$ cat src/rtl/aes_ct_serializer.sv
// Pops ciphertext blocks from the encrypter's output FIFO and streams each one
// out as WORD_W-bit words, most significant word first, on a valid/ready port.
module aes_ct_serializer #(
   parameter  int WORD_W = 32,
   parameter  int DEPTH  = 16,
   localparam int NWORDS = 128 / WORD_W,
   localparam int CW     = $clog2(DEPTH + 1)
) (
   input  logic              clk,
   input  logic              rst,
   input  logic              ct_valid,
   input  logic [127:0]      ct_data,
   output logic              fifo_rd_en_t,
   output logic [WORD_W-1:0] m_data,
   output logic              m_valid,
   input  logic              m_ready,
   output logic              m_last,
   output logic [CW-1:0]     credits,
   output logic [15:0]       blk_cnt,
   output logic              overflow
);

   localparam int            IW       = (NWORDS > 1) ? $clog2(NWORDS) : 1;
   localparam logic [IW-1:0] LAST_IDX = IW'(NWORDS - 1);
   localparam logic [IW-1:0] PREV_IDX = IW'(NWORDS - 2);
   localparam logic [CW-1:0] FULL     = CW'(DEPTH);

   typedef enum logic [1:0] {IDLE, POP, CAPT, SEND} state_t;

   state_t        state;
   state_t        state_nx;
   logic [127:0]  shift_buf;
   logic [IW-1:0] idx;
   logic          pop;
   logic          hs;
   logic          last_hs;

   assign pop          = (state == POP);
   assign hs           = m_valid & m_ready;
   assign last_hs      = hs & (idx == LAST_IDX);
   assign fifo_rd_en_t = pop;
   assign m_data       = shift_buf[127 -: WORD_W];

   always_ff @(posedge clk or negedge rst) begin
      if (!rst) state <= IDLE;
      else      state <= state_nx;
   end

   always_comb begin
      state_nx = state;
      case (state)
         IDLE:    if (credits != '0) state_nx = POP;
         POP:     state_nx = CAPT;
         CAPT:    state_nx = SEND;
         SEND:    if (last_hs) state_nx = IDLE;
         default: state_nx = IDLE;
      endcase
   end

   // A push arriving while full is lost in the FIFO itself, so the count holds.
   always_ff @(posedge clk or negedge rst) begin
      if (!rst) begin
         credits  <= '0;
         overflow <= 1'b0;
      end else if (ct_valid && !pop) begin
         if (credits == FULL) overflow <= 1'b1;
         else                 credits  <= credits + 1'b1;
      end else if (pop && !ct_valid) begin
         credits <= credits - 1'b1;
      end
   end

   // m_valid and m_last are registered so m_ready never reaches an output combinationally.
   always_ff @(posedge clk or negedge rst) begin
      if (!rst) begin
         shift_buf <= '0;
         idx       <= '0;
         m_valid   <= 1'b0;
         m_last    <= 1'b0;
         blk_cnt   <= '0;
      end else begin
         case (state)
            CAPT: begin
               shift_buf <= ct_data;
               idx       <= '0;
               m_valid   <= 1'b1;
               m_last    <= (NWORDS == 1);
            end
            SEND: begin
               if (hs) begin
                  if (idx == LAST_IDX) begin
                     m_valid <= 1'b0;
                     m_last  <= 1'b0;
                     blk_cnt <= blk_cnt + 16'd1;
                  end else begin
                     shift_buf <= shift_buf << WORD_W;
                     idx       <= idx + 1'b1;
                     m_last    <= (idx == PREV_IDX);
                  end
               end
            end
            default: ;
         endcase
      end
   end

endmodule

$ cat config.mk
export PLATFORM = sky130hd
export DESIGN_NAME = aes_ct_serializer
export DESIGN_NICKNAME = d
export VERILOG_FILES = /design/src/rtl/aes_ct_serializer.sv
export SDC_FILE = /design/constraint.sdc
export NUM_CORES = 1
export LEC_CHECK = 0
export ABC_CLOCK_PERIOD_IN_PS = 2200
export CAP_MARGIN = 20
export CORE_MARGIN = 1.5
export CORE_UTILIZATION = 45
export DETAILED_ROUTE_END_ITERATION = 7
export PLACE_DENSITY_LB_ADDON = 0.12
export SKIP_LAST_GASP = 1
export SYNTH_ARGS = -nofsm -noshare
export SYNTH_HDL_FRONTEND = slang
export SYNTH_SLANG_ARGS = --single-unit
export TNS_END_PERCENT = 5
$ cat constraint.sdc
create_clock -name clk -period 2.2 [get_ports clk]
set_clock_uncertainty 0.05 [all_clocks]
set_input_delay 0.33 -clock clk [delete_from_list [all_inputs] [get_ports clk]]
set_output_delay 0.33 -clock clk [all_outputs]
set_load 0.02 [all_outputs]
Word level (Yosys, flattened, before mapping). Index checks and enable logic that the tools add are counted. W data, S select, Z words.

Add/subtract/negate cells: 4. Bitwise gates (word level): 2. Mux-type cells: 18. Reductions and logical operators: 15. Equality and inequality tests: 12.

Operators with widths (count): $mux W128 (2); $pmux W128 S2 (1); $add A16 B1 Y16 const B (1); $mux W5 (3); $ne A2 B2 Y1 const B (6); $reduce_and A3 Y1 (3); $eq A2 B2 Y1 const B (4); $mux W2 (4); $pmux W2 S4 (1); $reduce_and A2 Y1 (4); $add A5 B1 Y5 const B (1); $eq A5 B5 Y1 const B (1); $reduce_bool A5 Y1 (1); $sub A5 B1 Y5 const B (1); $mux W1 (4); $pmux W1 S2 (2); $pmux W2 S2 (1); $reduce_bool A2 Y1 (2); $add A2 B1 Y2 const B (1); $and A1 B1 Y1 (2); $eq A2 B1 Y1 const B (1); $logic_and A1 B1 Y1 (2); $logic_not A1 Y1 (2); $logic_not A2 Y1 (1).

Register bits: 156. Output and inout port bits: 57. Input port bits: 132.

Logic depth before layout (Yosys ltp).
Depth in word-level cells: 5. Mapped depth: 11. Mapped depth without buffers: 8.

Least setup slack after synthesis. Ideal clock, no wire load.

Path type: register to register. Start point: register state[1]. End point: register credits[3]. Slack: -0.283 ns. Stages on the path, launching flop included: 10. Library setup time: 0.134 ns. Clock period less this slack: 2.483 ns. Arrival: 2.298 ns. Path through: dfrtp_1 inv_1 ha_1 clkbuf_1 nand2b_1 ha_1 or2_2 a21o_1 a311oi_1 a21oi_1.

Cells in the longest elaborated chain, start to end: 5. Elaborated cells between the ends (all ways): 8. Those cells by class: eq/ne: 2; mux: 1; reduce/logical: 5.

Ends and longest elaborated chain: from (decl) (line 30) `state_t state;`; from (signal assigned) (line 46) `else state <= state_nx;`; $eq A2 B1 Y1 * (line 38) `assign pop = (state == POP);`; named net fifo_rd_en_t (line 13) `output logic fifo_rd_en_t,`; $logic_not A1 Y1 (line 65) `end else if (ct_valid && !pop) begin`; $logic_and A1 B1 Y1 (line 65); $ne A2 B2 Y1 (no source line) / $reduce_bool A2 Y1 (equally long branches); $reduce_and A2 Y1 (no source line); to (signal assigned) (line 67) `else credits <= credits + 1'b1;`; to (signal assigned) (line 69) `credits <= credits - 1'b1;`; to (decl) (line 18) `output logic [CW-1:0] credits,`.

The timed path passes the listed nets; every way through them passes the cells marked *. A chain may end at the register's enable or synchronous reset.

Worst setup path in the final report.
Start point: register state[0]. End point: register credits[3].

Cells in the longest elaborated chain, start to end: 5. Elaborated cells between the ends (all ways): 8. Those cells by class: eq/ne: 2; mux: 1; reduce/logical: 5.

Ends and longest elaborated chain (line): $eq A2 B1 Y1 * (38); $logic_not A1 Y1 (65); $logic_and A1 B1 Y1 (65); $ne A2 B2 Y1 (no source line) / $reduce_bool A2 Y1 (equally long branches); $reduce_and A2 Y1 (no source line).

Every way passes the cells marked *; elsewhere a longest branch is shown, timed or not.

==> flow_summary.yaml <==
routing:
  routed_wire_length_per_instance_um: 15.26
  drc_violations_left: 0
  vias: 5410
  drt_wl_total_um: 16900
  detail_route.vias_per_cell: 4.887
  initialDrtViolationCount: 253
  detail-route-antenna-nets: 0
  drt_first_pass_iters: 4
synth:
  yosysSeqAreaShare_pct: 52.33
  syn-mean-instance-area_um2: 10.22
  synth_top_family_by_area: "simple AND/OR/NAND/NOR gates"
  synth_seq_cells: 156
  yosys-mux-area-fraction_pct: 13.60
  yosysWarnings: 0
  yosys.area_share.simple_pct: 14.79
  post_synth_fa_ha_maj_area_fraction_pct: 2.113
  synth_compound_area_share_pct: 8.454
  post_synth_inst_count: 730
  synth_xor_area_share_pct: 2.113
  synth.cell_area_mm2: 0.007460
  syn-num-nets: 874
  ys_types: 39
global_routing:
  grt_max_degree: 99
  track_usage_pct: 20.27
  gr-usage-met1_pct: 26.96
  highest_utilization_routing_layer_at_the_global_route_stage: "met2"
  use_met2_pct: 31.99
  antenna_found_initial: 2
  groute.layer.met3.usage_pct: 5.344
  first_global_vias: 5600
  grt_pass1_wl_um: 28010
  globalRouteOverflowTotal: 0
flow_run:
  timing.max_cap.violations: 0
clocking:
  cts_buffer_depth: 2
  cts_made_buffers: 17
  tritoncts: "done"
  clock_pin_slew_on_the_worst_setup_and_hold_paths_ns: 0.06
  cts_num_sinks: 156
  post_cts.repair.setup_buffers: 0
  worstSkewPairLatency_ns: 0.41
  htreeDepth: 4
  cts_root_buf: "clkbuf_16"
cells_and_area:
  area_growth_pct: 33.86
  layout-drive-gt1-share_pct: 6.524
  stdcell_count: 1107
  layout_common_cells: "clkdlybuf4s50_1, nand2_1, dfrtp_1"
  layout_commonest_cell: "clkdlybuf4s50_1"
  final_util_pct: 62.19
  layout.cell_area.non_filler_mm2: 0.009986
  nNetsFinal: 1020
sta:
  post-route-min-period_ns: 2.103
  final_hold_violations: 0
  layout_worst_path_cycle_share_pct: 95.59
  max_freq_mhz: 475.5
  setup_violation_total_in_the_final_timing_report: 0
  final.setup.tns_ns: 0
  max-slew-margin-rel_pct: 65.05
  worst_pin_slew_ns: 0.5243
  grt_setup_unrepaired: "yes"
  slew_violations: 0
  whs_ns: 0.3652
critical_path:
  cp.required_ns: 2.44
  worstPathMaxFanout: 5
  worst_ep_arrival_time_ns: 2.35
  crit_path_end_kind: "register"
  worst_path_max_delay_cell: "dfrtp_1"
  worst_setup_path_start_kind: "register"
  critPathTopFamily: "adder cells"
  critPathMaxStageDelay_ns: 0.45
  worstSetupPathType: "reg -> reg"
  crit_path_cell_trace: "ha_4 > nand2b_4 > ha_1 > or2_2 > a21o_1 > a311oi_2 > a21oi_1"
  critical_path.n_buffers_inverters: 0
floorplan:
  initial_core_util_pct: 46.45
  fp.dieW_um: 131.8
  fp.dieArea_mm2: 0.01736
  ioPinCount: 189
  die_h_um: 131.8
  core_region_area_mm2: 0.01606
  cell_rows: 46
status:
  outcome: "complete, no violations"
placement:
  dp.cells: 1072
  dp_hpwl_um: 11980
  io_buffer_count: 188
  placed_cell_area_mm2: 0.009387
  finalWeightedCongestion: 0.7859
power_and_ir_drop:
  p_per_cell_area_mw_per_mm2: 1364
  ir_worst_vdd_uv: 816.3
  leakagePower_nw: 4.365
min_path:
  holdCritPathClass: "in -> async"
## report_power, final
group / internal [mW] / leakage, nW / switching (mW)
Combinational: 2.66 / 2.13 / 3.22
Clock: 1.77 / 0.280 / 1.09
Sequential: 4.14 / 1.96 / 0.738
## synth_stat cells
master     number  area, µm²
a2111oi_0       1      8.760
a211o_1         1      8.760
a211oi_1        2      15.01
a21o_1          3      22.52
a21oi_1         3      15.01
a22o_1          1      8.760
a311oi_1        1      8.760
a32oi_1         2      17.52
buf_1           1      3.750
buf_2          21      105.1
buf_4          32      240.2
buf_6           3      33.78
clkbuf_1       22      82.58
dfrtp_1       156       3904
fa_1            1      20.02
ha_1           11      137.6
inv_1           7      26.28
mux2_2          3      33.78
mux2i_1        98      980.9
nand2_1       175      656.9
nand2b_1        3      18.77
nand3_1         6      30.03
nand3b_1       32      240.2
nand4_1         5      31.28
nand4_4         1      21.27
nor2_1          8      30.03
nor2b_1         2      12.51
nor3_1          2      10.01
nor4_1          1      6.260
nor4_4          1      21.27
o21a_1          2      15.01
o21ai_0        98      490.5
o21ai_1         1      5.000
o21bai_1        1      7.510
o31ai_1         1      7.510
or2_2           2      12.51
or3_1           2      12.51
xnor2_1        14      122.6
xor2_1          4      35.03
## layout make-up
cell class / count / area [µm²]
clock inverters: 5 / 82.58
flip-flops and latches: 156 / 3904
inverters: 7 / 26.28
clock buffers: 27 / 493.0
multi-input cells: 488 / 3123
well taps: 216 / 270.3
repair buffers: 206 / 2082
diodes: 2 / 5.005
fillers: 1282 / 6072
## worst paths after layout
kind	start	to	slack, ns	depth (start not counted)
worst max-delay path	state[0]	credits[3]	0.1	7
worst min-delay path	rst	shift_buf[117]	0.37	2
worst max register to register	state[0]	credits[3]	0.1	7
worst min register to register	shift_buf[6]	shift_buf[6]	0.41	2
max in group asynchronous	rst	idx[0]	0.98	3
min in group clk	shift_buf[6]	shift_buf[6]	0.41	2
## what timing repair did
| item | CTS | global route |
|---|---|---|
| endpoints found under the hold margin | 49 | 0 |
| resized for setup | 1 | 2 |
| pin swaps | 0 | 1 |
| gates cloned | 0 | 0 |
| endpoints found under the setup margin | 1 | 2 |
| hold buffers | 1 | 0 |
## through the flow
step	power, mW	setup WS [ns]
after floorplan	9.254	-0.03479
after global placement	10.55	-0.04457
after detailed placement	10.82	-0.1427
after CTS	13.73	0.01846
after global routing	14.67	-0.001921
final	13.62	0.09712
## flip-flops by register name, summed over array words and instances (netlist names)
signal / flops
blk_cnt: 16
credits: 5
idx: 2
m_last: 1
m_valid: 1
overflow: 1
shift_buf: 128
state: 2
## cells by family (layout without fill, tap and decap cells)
family | after synthesis | count (layout)
AND/OR/NAND/NOR | 240 | 240
flip-flops | 156 | 156
AO/OA/AOI/OAI | 117 | 117
multiplexers | 101 | 101
buffers and inverters | 86 | 245
XOR/XNOR | 18 | 18
adder cells (fa/ha/maj) | 12 | 12
other | 0 | 2
## routing by layer
layer	vias up	routed length, µm
li1	2732	-
met1	2518	7958
met2	134	7737
met3	26	851
met4	0	348
met5	-	0
(Power assumes the default switching activity.)
